### src/rtl/append_arbiter_ctrl.sv
// ---------------------------------------------------------------------------
// append_arbiter_ctrl
//   Round-robin sequencer that lets two requesters share one append register.
//   Requester 0 contributes symbol 2'b10 and requester 1 contributes 2'b11.
//   Symbols are shifted in from the top of a WIDTH-bit accumulator. A full
//   word, or a flushed partial word, is presented on a valid/ready port.
//
// Ports
//   clk        in   rising-edge clock
//   rst_n      in   asynchronous active-low reset
//   req0       in   requester 0 has a 2'b10 symbol (level)
//   req1       in   requester 1 has a 2'b11 symbol (level)
//   gnt0       out  combinational: req0 symbol is appended at this edge
//   gnt1       out  combinational: req1 symbol is appended at this edge
//   flush      in   emit the partial word (including any same-cycle grant)
//   out_valid  out  registered: out_data/out_cnt hold a word
//   out_ready  in   consumer accepts the word
//   out_data   out  packed word
//   out_cnt    out  number of symbols in out_data (1..NSYM)
//   sym_cnt    out  number of symbols currently accumulated
// ---------------------------------------------------------------------------
module append_arbiter_ctrl #(
    parameter  int WIDTH = 8,
    localparam int CW    = $clog2(WIDTH / 2 + 1)
) (
    input  logic             clk,
    input  logic             rst_n,
    input  logic             req0,
    input  logic             req1,
    output logic             gnt0,
    output logic             gnt1,
    input  logic             flush,
    output logic             out_valid,
    input  logic             out_ready,
    output logic [WIDTH-1:0] out_data,
    output logic [CW-1:0]    out_cnt,
    output logic [CW-1:0]    sym_cnt
);

    localparam logic [CW-1:0] NSYM_C = CW'(WIDTH / 2);

    typedef enum logic {
        S_FILL = 1'b0,
        S_FULL = 1'b1
    } state_t;

    state_t           r_state;
    state_t           w_state_nxt;
    logic [WIDTH-1:0] r_acc;
    logic [WIDTH-1:0] w_acc_nxt;
    logic [CW-1:0]    r_sym_cnt;
    logic [CW-1:0]    w_sym_cnt_nxt;
    logic             r_rr_last;
    logic             w_rr_last_nxt;
    logic             r_out_valid;
    logic             w_out_valid_nxt;
    logic [WIDTH-1:0] r_out_data;
    logic [WIDTH-1:0] w_out_data_nxt;
    logic [CW-1:0]    r_out_cnt;
    logic [CW-1:0]    w_out_cnt_nxt;

    logic             w_fill;
    logic             w_gnt0;
    logic             w_gnt1;
    logic             w_any_gnt;
    logic [1:0]       w_sym;
    logic [WIDTH-1:0] w_acc_post;
    logic [CW-1:0]    w_cnt_post;
    logic             w_to_full;

    // Grant arbitration and the post-append view of the accumulator
    always_comb begin
        w_fill    = (r_state == S_FILL);
        // rr_last names the most recent winner; on a tie the other one wins.
        // Grants are gated by rst_n so they read 0 during reset.
        w_gnt0    = rst_n & w_fill & req0 & (~req1 | r_rr_last);
        w_gnt1    = rst_n & w_fill & req1 & (~req0 | ~r_rr_last);
        w_any_gnt = w_gnt0 | w_gnt1;
        w_sym     = w_gnt1 ? 2'b11 : 2'b10;
        if (w_any_gnt) begin
            w_acc_post = {w_sym, r_acc[WIDTH-1:2]};
        end else begin
            w_acc_post = r_acc;
        end
        w_cnt_post = r_sym_cnt + {{(CW-1){1'b0}}, w_any_gnt};
        // A flush at an empty count with no grant must not emit a word.
        w_to_full  = (w_any_gnt && (w_cnt_post == NSYM_C)) ||
                     (flush && (w_cnt_post != {CW{1'b0}}));
    end

    // Next-state and next-register logic for the FILL/FULL sequencer
    always_comb begin
        w_state_nxt     = r_state;
        w_acc_nxt       = r_acc;
        w_sym_cnt_nxt   = r_sym_cnt;
        w_out_valid_nxt = r_out_valid;
        w_out_data_nxt  = r_out_data;
        w_out_cnt_nxt   = r_out_cnt;
        w_rr_last_nxt   = r_rr_last;

        if (w_gnt0) begin
            w_rr_last_nxt = 1'b0;
        end else if (w_gnt1) begin
            w_rr_last_nxt = 1'b1;
        end else begin
            w_rr_last_nxt = r_rr_last;
        end

        case (r_state)
            S_FILL: begin
                w_acc_nxt     = w_acc_post;
                w_sym_cnt_nxt = w_cnt_post;
                if (w_to_full) begin
                    w_state_nxt     = S_FULL;
                    w_out_data_nxt  = w_acc_post;
                    w_out_cnt_nxt   = w_cnt_post;
                    w_out_valid_nxt = 1'b1;
                end else begin
                    w_state_nxt     = S_FILL;
                end
            end
            S_FULL: begin
                // Word is held until accepted; out_data/out_cnt keep their
                // value after the handshake, only valid drops.
                if (out_ready) begin
                    w_state_nxt     = S_FILL;
                    w_out_valid_nxt = 1'b0;
                    w_acc_nxt       = {WIDTH{1'b0}};
                    w_sym_cnt_nxt   = {CW{1'b0}};
                end else begin
                    w_state_nxt     = S_FULL;
                end
            end
            default: begin
                w_state_nxt     = S_FILL;
                w_acc_nxt       = {WIDTH{1'b0}};
                w_sym_cnt_nxt   = {CW{1'b0}};
                w_out_valid_nxt = 1'b0;
            end
        endcase
    end

    // State and datapath registers
    always_ff @(posedge clk or negedge rst_n) begin
        if (!rst_n) begin
            r_state     <= S_FILL;
            r_acc       <= {WIDTH{1'b0}};
            r_sym_cnt   <= {CW{1'b0}};
            r_rr_last   <= 1'b1;
            r_out_valid <= 1'b0;
            r_out_data  <= {WIDTH{1'b0}};
            r_out_cnt   <= {CW{1'b0}};
        end else begin
            r_state     <= w_state_nxt;
            r_acc       <= w_acc_nxt;
            r_sym_cnt   <= w_sym_cnt_nxt;
            r_rr_last   <= w_rr_last_nxt;
            r_out_valid <= w_out_valid_nxt;
            r_out_data  <= w_out_data_nxt;
            r_out_cnt   <= w_out_cnt_nxt;
        end
    end

    assign gnt0      = w_gnt0;
    assign gnt1      = w_gnt1;
    assign out_valid = r_out_valid;
    assign out_data  = r_out_data;
    assign out_cnt   = r_out_cnt;
    assign sym_cnt   = r_sym_cnt;

endmodule

### config.mk
export PLATFORM = sky130hd
export DESIGN_NAME = append_arbiter_ctrl
export DESIGN_NICKNAME = d
export VERILOG_FILES = /design/src/rtl/append_arbiter_ctrl.sv
export SDC_FILE = /design/constraint.sdc
export NUM_CORES = 1
export LEC_CHECK = 0
export ABC_AREA = 1
export CAP_MARGIN = 20
export CORE_MARGIN = 4
export CORE_UTILIZATION = 45
export CTS_CLUSTER_DIAMETER = 150
export DETAILED_ROUTE_END_ITERATION = 8
export GPL_ROUTABILITY_DRIVEN = 0
export PLACE_DENSITY = 0.74
export SYNTH_ARGS = -nofsm -noshare
export SYNTH_HDL_FRONTEND = slang
export SYNTH_SLANG_ARGS = --single-unit
### constraint.sdc
create_clock -name clk -period 2.15 [get_ports clk]
set_input_delay 0.3225 -clock clk [delete_from_list [all_inputs] [get_ports clk]]
set_output_delay 0.3225 -clock clk [all_outputs]
set_load 0.005 [all_outputs]
Yosys cells after proc, flatten, opt, wreduce, memory -nomap -nowiden
Cells that the tools add are included.
{ "classes": {"bitwise": 12, "n_reduce_logical": 7, "n_eq_ne": 3, "n_addsub": 1, "mux": 14} }
{ "ops": {"columns": ["cell", "n"], "rows": [
  ["two-way mux 8 bit", 2],
  ["one-hot mux 8 bit (2 select lines)", 1],
  ["two-way mux 1 bit", 7],
  ["one-hot mux 3 bit (2 select lines)", 1],
  ["AND 1 bit", 5],
  ["NOT 1 bit", 4],
  ["one-hot mux 1 bit (2 select lines)", 2],
  ["AND reduction 2 bit", 2],
  ["adder 3 x 1 -> 3 bit", 1],
  ["== test 3 bit, second input constant", 1],
  ["two-way mux 3 bit", 1],
  ["bitwise OR 1 bit", 3],
  ["nonzero test 3 bit", 1],
  ["logical AND 1 bit", 2],
  ["inequality test 2 x 1 -> 1 bit, second input constant", 1],
  ["inequality test 2 bit, second input constant", 1],
  ["nonzero test 2 bit", 1],
  ["logical OR 1 bit", 1]
]} }
{ "totals": {"ff_bits": 25, "output_inout_bits": 17, "wordCells": 44, "in_bits": 6} }

Longest topological paths before layout
Gate-level depths: netlist of the first run.
{ "logic_depth": {"ltp_word": 11, "depth_mapped": 15, "depth_no_buf": 15} }

Worst setup path after synthesis of the first run
No wires, ideal clock.
{ "synth_timing": {"path_kind": "flip-flop to flip-flop", "start": "reg r_rr_last", "end": "reg r_out_data[0], in the netlist out_data[0]", "required_time_ns": 2.034, "slack_ns": 0.011, "arrival_time_ns": 2.023, "path_stages_with_launch": 16, "setup_time_ns": 0.116, "path_cell_list": "dfstp_2 -> nand2_1 -> nand4_4 -> buf_6 -> nand2_4 -> ha_1 -> ha_1 -> inv_1 -> nand2_1 -> nand2_1 -> nand2_1 -> nor2_2 -> nand2_4 -> buf_6 -> nand2_1 -> nand2_1"} }
{ "synth_via": {"elab_chain_cells": 9, "word_cells_on_any_way": 14, "cone_classes": "1 x add/sub; 1 x eq/ne; 1 x mux; 6 x bitwise; 5 x reduce/logical"} }
{ "synth_lines": {"columns": ["element", "line_no", "source"], "rows": [
  ["start, declared", "53", "logic r_rr_last;"],
  ["start signal, assigned", "157", "r_rr_last <= w_rr_last_nxt;"],
  ["NOT 1 bit", "77", "w_gnt1 = rst_n & w_fill & req1 & (~req0 | ~r_rr_last);"],
  ["bitwise OR 1 bit", "77", null],
  ["AND 1 bit", "77", null],
  ["bitwise OR 1 bit (*)", "78", "w_any_gnt = w_gnt0 | w_gnt1;"],
  ["via w_any_gnt", "65", "logic w_any_gnt;"],
  ["adder 3 x 1 -> 3 bit (*)", "85", "w_cnt_post = r_sym_cnt + {{(CW-1){1'b0}}, w_any_gnt};"],
  ["via w_cnt_post[1]", "68", "logic [CW-1:0] w_cnt_post;"],
  ["== test 3 bit / nonzero test 3 bit (equally long branches)", "87, 88", null],
  ["logical AND 1 bit, on equally long branches", "87, 88", null],
  ["logical OR 1 bit (*)", "87", "w_to_full = (w_any_gnt && (w_cnt_post == NSYM_C)) ||"],
  ["AND reduction 2 bit (no line) (*)", null, null],
  ["end signal, assigned", "151", "r_out_data <= {WIDTH{1'b0}};"],
  ["end signal, assigned", "159", "r_out_data <= w_out_data_nxt;"],
  ["end, declared", "57", "logic [WIDTH-1:0] r_out_data;"]
]} }
The timed path passes the listed nets; every way through them passes the cells marked *.
A chain may end at the register's enable or synchronous reset.

Final worst setup path of the first run
{ "layout_timing": {"start": "in req1", "end": "out gnt1"} }
{ "layout_via": {"elab_chain_cells": 2} }
{ "layout_lines": {"columns": ["element", "line_no", "source"], "rows": [
  ["start, declared", "29", "input logic req1,"],
  ["AND 1 bit (2 in a row)", "77", null],
  ["end, declared", "31", "output logic gnt1,"]
]} }
No other way between the ends.

==> flow_summary.toml, run 1 <==
[outcome]
outcome = "complete, no violations"

[logic_synthesis]
synth_cells = 144
synth.avg_cell_area_um2 = 8.350
synth_seq_cells = 25
synth.lib_cells_used.distinct = 17
post_synth_fa_ha_maj_area_fraction = 0.02081
synth_simple_gate_area_frac = 0.3444
synth-compound-area-share = 0.04579
synthXorXnorAreaFrac = 0
mappedNetlistArea_um2 = 1202
synth_top_family_by_area = "simple AND/OR/NAND/NOR gates"
ys_seq_area_frac = 0.5213
synthesis.nets = 152
synth-warning-count = 0
synthMuxAreaShare = 0

[final_layout]
final_core_utilization = 0.6572
final_design_area_no_fill_um2 = 1658
antenna_cells_inserted = 0
drive_above_1_share = 0.2228
syn2layout_area_growth_pct = 37.88
commonest_non_fill_non_tap_cell_in_the_layout = "sky130_fd_sc_hd__nand2_1"
fillerInstances = 225
layout_common_cells = "68 x sky130_fd_sc_hd__nand2_1, 24 x sky130_fd_sc_hd__dfrtp_1, 20 x sky130_fd_sc_hd__clkdlybuf4s50_1"
sequential_cell_area_um2 = 626.9
nets = 193
multiInputGateArea_um2 = 568.0

[detailed_routing]
drcViolationCount = 0
route.antenna.remaining_nets = 0
drt-wirelength-per-cell_um = 12.80
drt-vias-per-instance = 5.033
drt_wl_total_um = 2739
drt_iter0_drc = 43
dr_total_vias = 1077
drt_pass1_iterations = 4

[placement]
numPortBuffers = 22
placed_instance_area_um2 = 1528
place.detailed.hpwl_um = 1946
pre_cts_slack_ns = -0.3402

[setup_path]
rr_worst_depth = 15
required_ns = 1.83
critical_path.most_common_cell = "sky130_fd_sc_hd__clkdlybuf4s50_1"
worst-endpoint-arrival_ns = 1.76
max_stage_delay_ns = 0.49
critical-path-top-delay-family = "buffers and inverters"
worstPathCellList = "clkdlybuf4s50_1 -> buf_4 -> nand4_4 -> buf_6 -> inv_1 -> clkdlybuf4s50_1"
ff2ff_setup_slack_ns = 0.13
rr_startpoint = "r_rr_last"
cp-end-kind = "output port"
crit_path_start_kind = "input pin"
timing.critical_path.buf_inv = 5
worst_r2r_endpoint = "out_data[3]"
timing.critical_path.slowest_stage_cell = "sky130_fd_sc_hd__clkdlybuf4s50_1"
crit_type = "in2out"
path_depth = 6
crit_fanout = 10

[sta]
setup_viol = 0
final.hold.worst_slack_ns = 0.09956
post-route-period-util = 0.9670
post-route-worst-setup-slack_ns = 0.07091
final.setup.tns_ns = 0
fmaxAchievable_mhz = 481.0
timing.clock.skew_ns = 0.01399
slew_headroom = 0.7409
grt_setup_unrepaired = "true"
transition_time_at_the_pin_with_the_least_slew_margin_ns = 0.3882
timing.final.crit_period_ns = 2.079
finalMaxSlewViolations = 0
final_hold_viol_count = 0

[global_routing]
grtUsageTotal = 0.1664
grt_antenna_before_repair = 0
grt_pass1_wl_um = 4498
grt-ovfl-total = 0
grt_pass1_vias = 1012
grt_start_max_net_pins = 19

[cts]
cts_num_sinks = 25
clk_transition_reported_paths_ns = 0.14
cts_tree = "yes"
cts.path.max_buffers = 2
cts-root-buf = "sky130_fd_sc_hd__clkbuf_4"
cts-buffers-inserted = 3
cts_max_level = 1
worst_skew_pair_latency_ns = 0.32

[die]
top_level_ports = 23
floorplan_die_width_um = 59.69
coreArea_um2 = 2522
die_area_um2 = 3563
initial_utilization = 0.4767
num_rows = 18
fp.dieH_um = 59.69

[power_and_ir_drop]
ir_drop_v = 0.0007871
power.leakage_nw = 0.8843
ratio_of_total_power_to_cell_area_nw_per_um2 = 1309

[min_path]
worstHoldPathType = "in2async"

[job]
max-cap-violations = 0
-- cell type report --
class,instances,share of cell area
Tap cell,30,0.02264
Timing Repair Buffer,35,0.2030
Sequential cell,25,0.3781
Inverter,15,0.03698
Multi-Input combinational cell,105,0.3426
Clock inverter,1,0.003019
Clock buffer,3,0.01358
-- report_power, final --
| group | internal [mW] | switching [mW] |
|---|---|---|
| clock network | 0.0697 | 0.141 |
| logic | 0.523 | 0.620 |
| registers | 0.670 | 0.146 |
-- cell usage after synthesis --
cell | count | area (um2)
sky130_fd_sc_hd__a21oi_1 | 1 | 5.000
sky130_fd_sc_hd__nand2_1 | 73 | 274.0
sky130_fd_sc_hd__buf_6 | 2 | 22.52
sky130_fd_sc_hd__o21ai_0 | 7 | 35.03
sky130_fd_sc_hd__nand4_4 | 1 | 21.27
sky130_fd_sc_hd__ha_1 | 2 | 25.02
sky130_fd_sc_hd__dfrtp_1 | 24 | 600.6
sky130_fd_sc_hd__inv_4 | 1 | 6.260
sky130_fd_sc_hd__o21ai_2 | 1 | 8.760
sky130_fd_sc_hd__nor2_1 | 2 | 7.510
sky130_fd_sc_hd__nand3_4 | 2 | 35.03
sky130_fd_sc_hd__o22ai_1 | 1 | 6.260
sky130_fd_sc_hd__inv_1 | 14 | 52.55
sky130_fd_sc_hd__nor2_2 | 3 | 18.77
sky130_fd_sc_hd__nand3_1 | 7 | 35.03
sky130_fd_sc_hd__dfstp_2 | 1 | 26.28
sky130_fd_sc_hd__nand2_4 | 2 | 22.52
-- state kept, by name, indices dropped and copies added (netlist names) --
register,count
out_data,8
out_valid,1
r_acc,8
r_state,1
sym_cnt,3
r_rr_last,1
out_cnt,3
-- worst max path at each step --
stage               from          end  slack, ns
3_5_place_dp       rst_n  out_data[1]      -0.34
2_1_floorplan  r_rr_last  out_data[0]       0.01
3_3_place_gp       rst_n  out_data[3]      -0.27
4_1_cts            rst_n         gnt0      -0.01
6_report            req1         gnt1       0.07
5_1_grt        r_rr_last  out_data[1]      -0.03
-- repair_timing --
action | in CTS | in global routing
buffers inserted | 0 | 0
endpoints found under the hold margin | 0 | 11
gates resized for setup | 4 | 18
pin swaps | 0 | 4
cloned | 0 | 3
hold buffers | 0 | 1
setup endpoints to repair | 8 | 13
-- cell families (layout without fill, tap and decap cells) --
logic type | Yosys count | in the layout
fa+ha+maj | 2 | 2
buf+inv | 17 | 54
simple gates | 90 | 93
compound gates | 10 | 10
flops | 25 | 25
-- worst reg2reg max path: cells and delay by family (launching register included) --
family / cells / cell delay (ns)
flip-flops: 1 / 0.57
buffers and inverters: 3 / 0.19
adder cells (fa/ha/maj): 2 / 0.32
AND/OR/NAND/NOR: 10 / 0.91
-- through the flow --
step                power (mW)  cells
floorplan                1.356    144
global placement         1.757    206
detailed placement       1.794    206
CTS                      2.020    210
global route             2.368    214
finish                   2.170    214
-- per-layer routing --
metal	part of all wire	track usage	vias up
li1	-	-	535
met1	0.44	0.2271	505
met2	0.48	0.2531	28
met3	0.049	0.04320	9
met4	0.029	0.06329	0
met5	0	0	-
(Power assumes the default switching activity.)
==> run 2: changes to the inputs <==
--- a/config.mk
+++ b/config.mk
@@ -7,7 +7,7 @@
 export LEC_CHECK = 0
 export ABC_AREA = 1
 export CAP_MARGIN = 20
-export CORE_MARGIN = 4
+export CORE_MARGIN = 3
 export CORE_UTILIZATION = 45
 export CTS_CLUSTER_DIAMETER = 150
 export DETAILED_ROUTE_END_ITERATION = 8
==> run 2 against run 1 <==
Effect of this change:
- register-to-register slack got worse by 0.08 ns
- critical path depth rose by 7
- largest power group unchanged
- combinational power about the same
- largest cell class unchanged
==> flow_summary.toml, run 2 (synthesis results as in run 1) <==
[cts]
cts-buffers-inserted = 3
cts_max_level = 1
clk_transition_reported_paths_ns = 0.15
worst_skew_pair_latency_ns = 0.33
holdBufCountCts = 0
cts.path.max_buffers = 2
cts-root-buf = "sky130_fd_sc_hd__clkbuf_4"
cts_num_sinks = 25
cts_tree = "yes"

[setup_path]
crit_path_start_kind = "flop"
required_ns = 2.37
cp-end-kind = "flop"
crit_type = "reg2reg"
worst-endpoint-arrival_ns = 2.32
crit_fanout = 5

[die]
top_level_ports = 23
floorplan_die_width_um = 57.69
fp.dieH_um = 57.69
coreArea_um2 = 2500
num_rows = 18
die_area_um2 = 3328
initial_utilization = 0.4810

[placement]
pre_cts_slack_ns = -0.3439
place.detailed.hpwl_um = 1909
dpl.cell_count = 206
numPortBuffers = 22

[global_routing]
globalRouteMet1Util = 0.2369
use_met2 = 0.3129
globalRouteMet3Util = 0.02895
grt_antenna_before_repair = 0
grt-ovfl-total = 0
grt_pass1_vias = 1034
grt_pass1_wl_um = 4678
grt_start_max_net_pins = 26
grt_busiest_layer = "met2"
grtUsageTotal = 0.1843

[final_layout]
syn2layout_area_growth_pct = 36.21
nets = 193
final_core_utilization = 0.6552
drive_above_1_share = 0.2228
layout_common_cells = "68 x sky130_fd_sc_hd__nand2_1, 24 x sky130_fd_sc_hd__dfrtp_1, 20 x sky130_fd_sc_hd__clkdlybuf4s50_1"
final_cells = 214
commonest_non_fill_non_tap_cell_in_the_layout = "sky130_fd_sc_hd__nand2_1"
antenna_cells_inserted = 0
fillerInstances = 197

[sta]
slew_headroom = 0.7048
final_hold_viol_count = 0
setup_viol = 0
post-route-period-util = 0.9790
timing.clock.skew_ns = 0.01513
final.setup.tns_ns = 0
post-route-worst-setup-slack_ns = 0.04516
transition_time_at_the_pin_with_the_least_slew_margin_ns = 0.4423
fmaxAchievable_mhz = 475.1
finalMaxSlewViolations = 0
timing.final.crit_period_ns = 2.105
grt_setup_unrepaired = "true"

[power_and_ir_drop]
ratio_of_total_power_to_cell_area_nw_per_um2 = 1347
ir_drop_v = 0.0007605
power.leakage_nw = 0.8785

[outcome]
outcome = "complete, no violations"

[detailed_routing]
drt_wl_total_um = 2949
drt_iter0_drc = 18
drcViolationCount = 0
dr_total_vias = 1070
drt_pass1_iterations = 4
drt-wirelength-per-cell_um = 13.78
drt-vias-per-instance = 5.000
route.antenna.remaining_nets = 0

[min_path]
worstHoldPathType = "in2async"

[job]
max-cap-violations = 0
[run 2: worst paths after layout]
check	cells after the start	end	slack [ns]	from
min reg2reg	2	out_data[5]	0.50	out_data[5]
max in group asynchronous	3	r_rr_last	1.38	rst_n
min	3	out_cnt[0]	0.47	rst_n
max	13	out_cnt[1]	0.05	r_rr_last
min in group clk	2	out_data[5]	0.50	out_data[5]
max reg2reg	13	out_cnt[1]	0.05	r_rr_last
[run 2: stage by stage]
| stage | hold slack [ns] | power, mW | cell area, um2 |
|---|---|---|---|
| 2_1_floorplan | 0.02691 | 1.356 | 1202 |
| 3_3_place_gp | 0.4632 | 1.774 | 1528 |
| 3_5_place_dp | 0.4651 | 1.813 | 1528 |
| 4_1_cts | 0.4876 | 2.085 | 1575 |
| 5_1_grt | 0.5102 | 2.371 | 1638 |
| 6_report | 0.4727 | 2.206 | 1638 |
[run 2: power breakdown]
| group | total [mW] | leakage [nW] | internal [mW] | switching, mW |
|---|---|---|---|---|
| Clock | 0.225 | 0.0139 | 0.0713 | 0.154 |
| Sequential | 0.813 | 0.328 | 0.670 | 0.143 |
| Combinational | 1.17 | 0.537 | 0.542 | 0.627 |
[run 2: final cells by class]
type,count,area (um2),share of cell area
flip-flops and latches,25,626.9,0.3827
multi-input cells,104,544.3,0.3323
repair buffers,36,337.8,0.2063
inverters,15,61.31,0.03743
well taps,30,37.54,0.02292
clock buffers,3,22.52,0.01375
clock inverters,1,7.507,0.004584
[run 2: critical path, cell delays in order, from the launching register on]
cell	delay (ns)
sky130_fd_sc_hd__dfstp_2	0.58
sky130_fd_sc_hd__nand2_2	0.08
sky130_fd_sc_hd__nand4_4	0.09
sky130_fd_sc_hd__nand2_4	0.07
sky130_fd_sc_hd__ha_4	0.15
sky130_fd_sc_hd__ha_1	0.29
sky130_fd_sc_hd__inv_2	0.07
sky130_fd_sc_hd__nand2_2	0.07
sky130_fd_sc_hd__nand2_2	0.06
sky130_fd_sc_hd__nand2_2	0.07
sky130_fd_sc_hd__nor2_4	0.19
sky130_fd_sc_hd__nand2_4	0.11
sky130_fd_sc_hd__nand2_1	0.08
sky130_fd_sc_hd__o21ai_0	0.08
[run 2: repair_timing]
action,CTS,global route
pin swaps,1,4
buffers inserted,0,2
cloned,1,1
gates resized for setup,4,14
setup endpoints to repair,7,14
[run 2: metal layers]
| metal | vias up | routed length (um) |
|---|---|---|
| li1 | 528 | - |
| met1 | 505 | 1317 |
| met2 | 30 | 1452 |
| met3 | 7 | 110 |
| met4 | 0 | 69 |
| met5 | - | 0 |
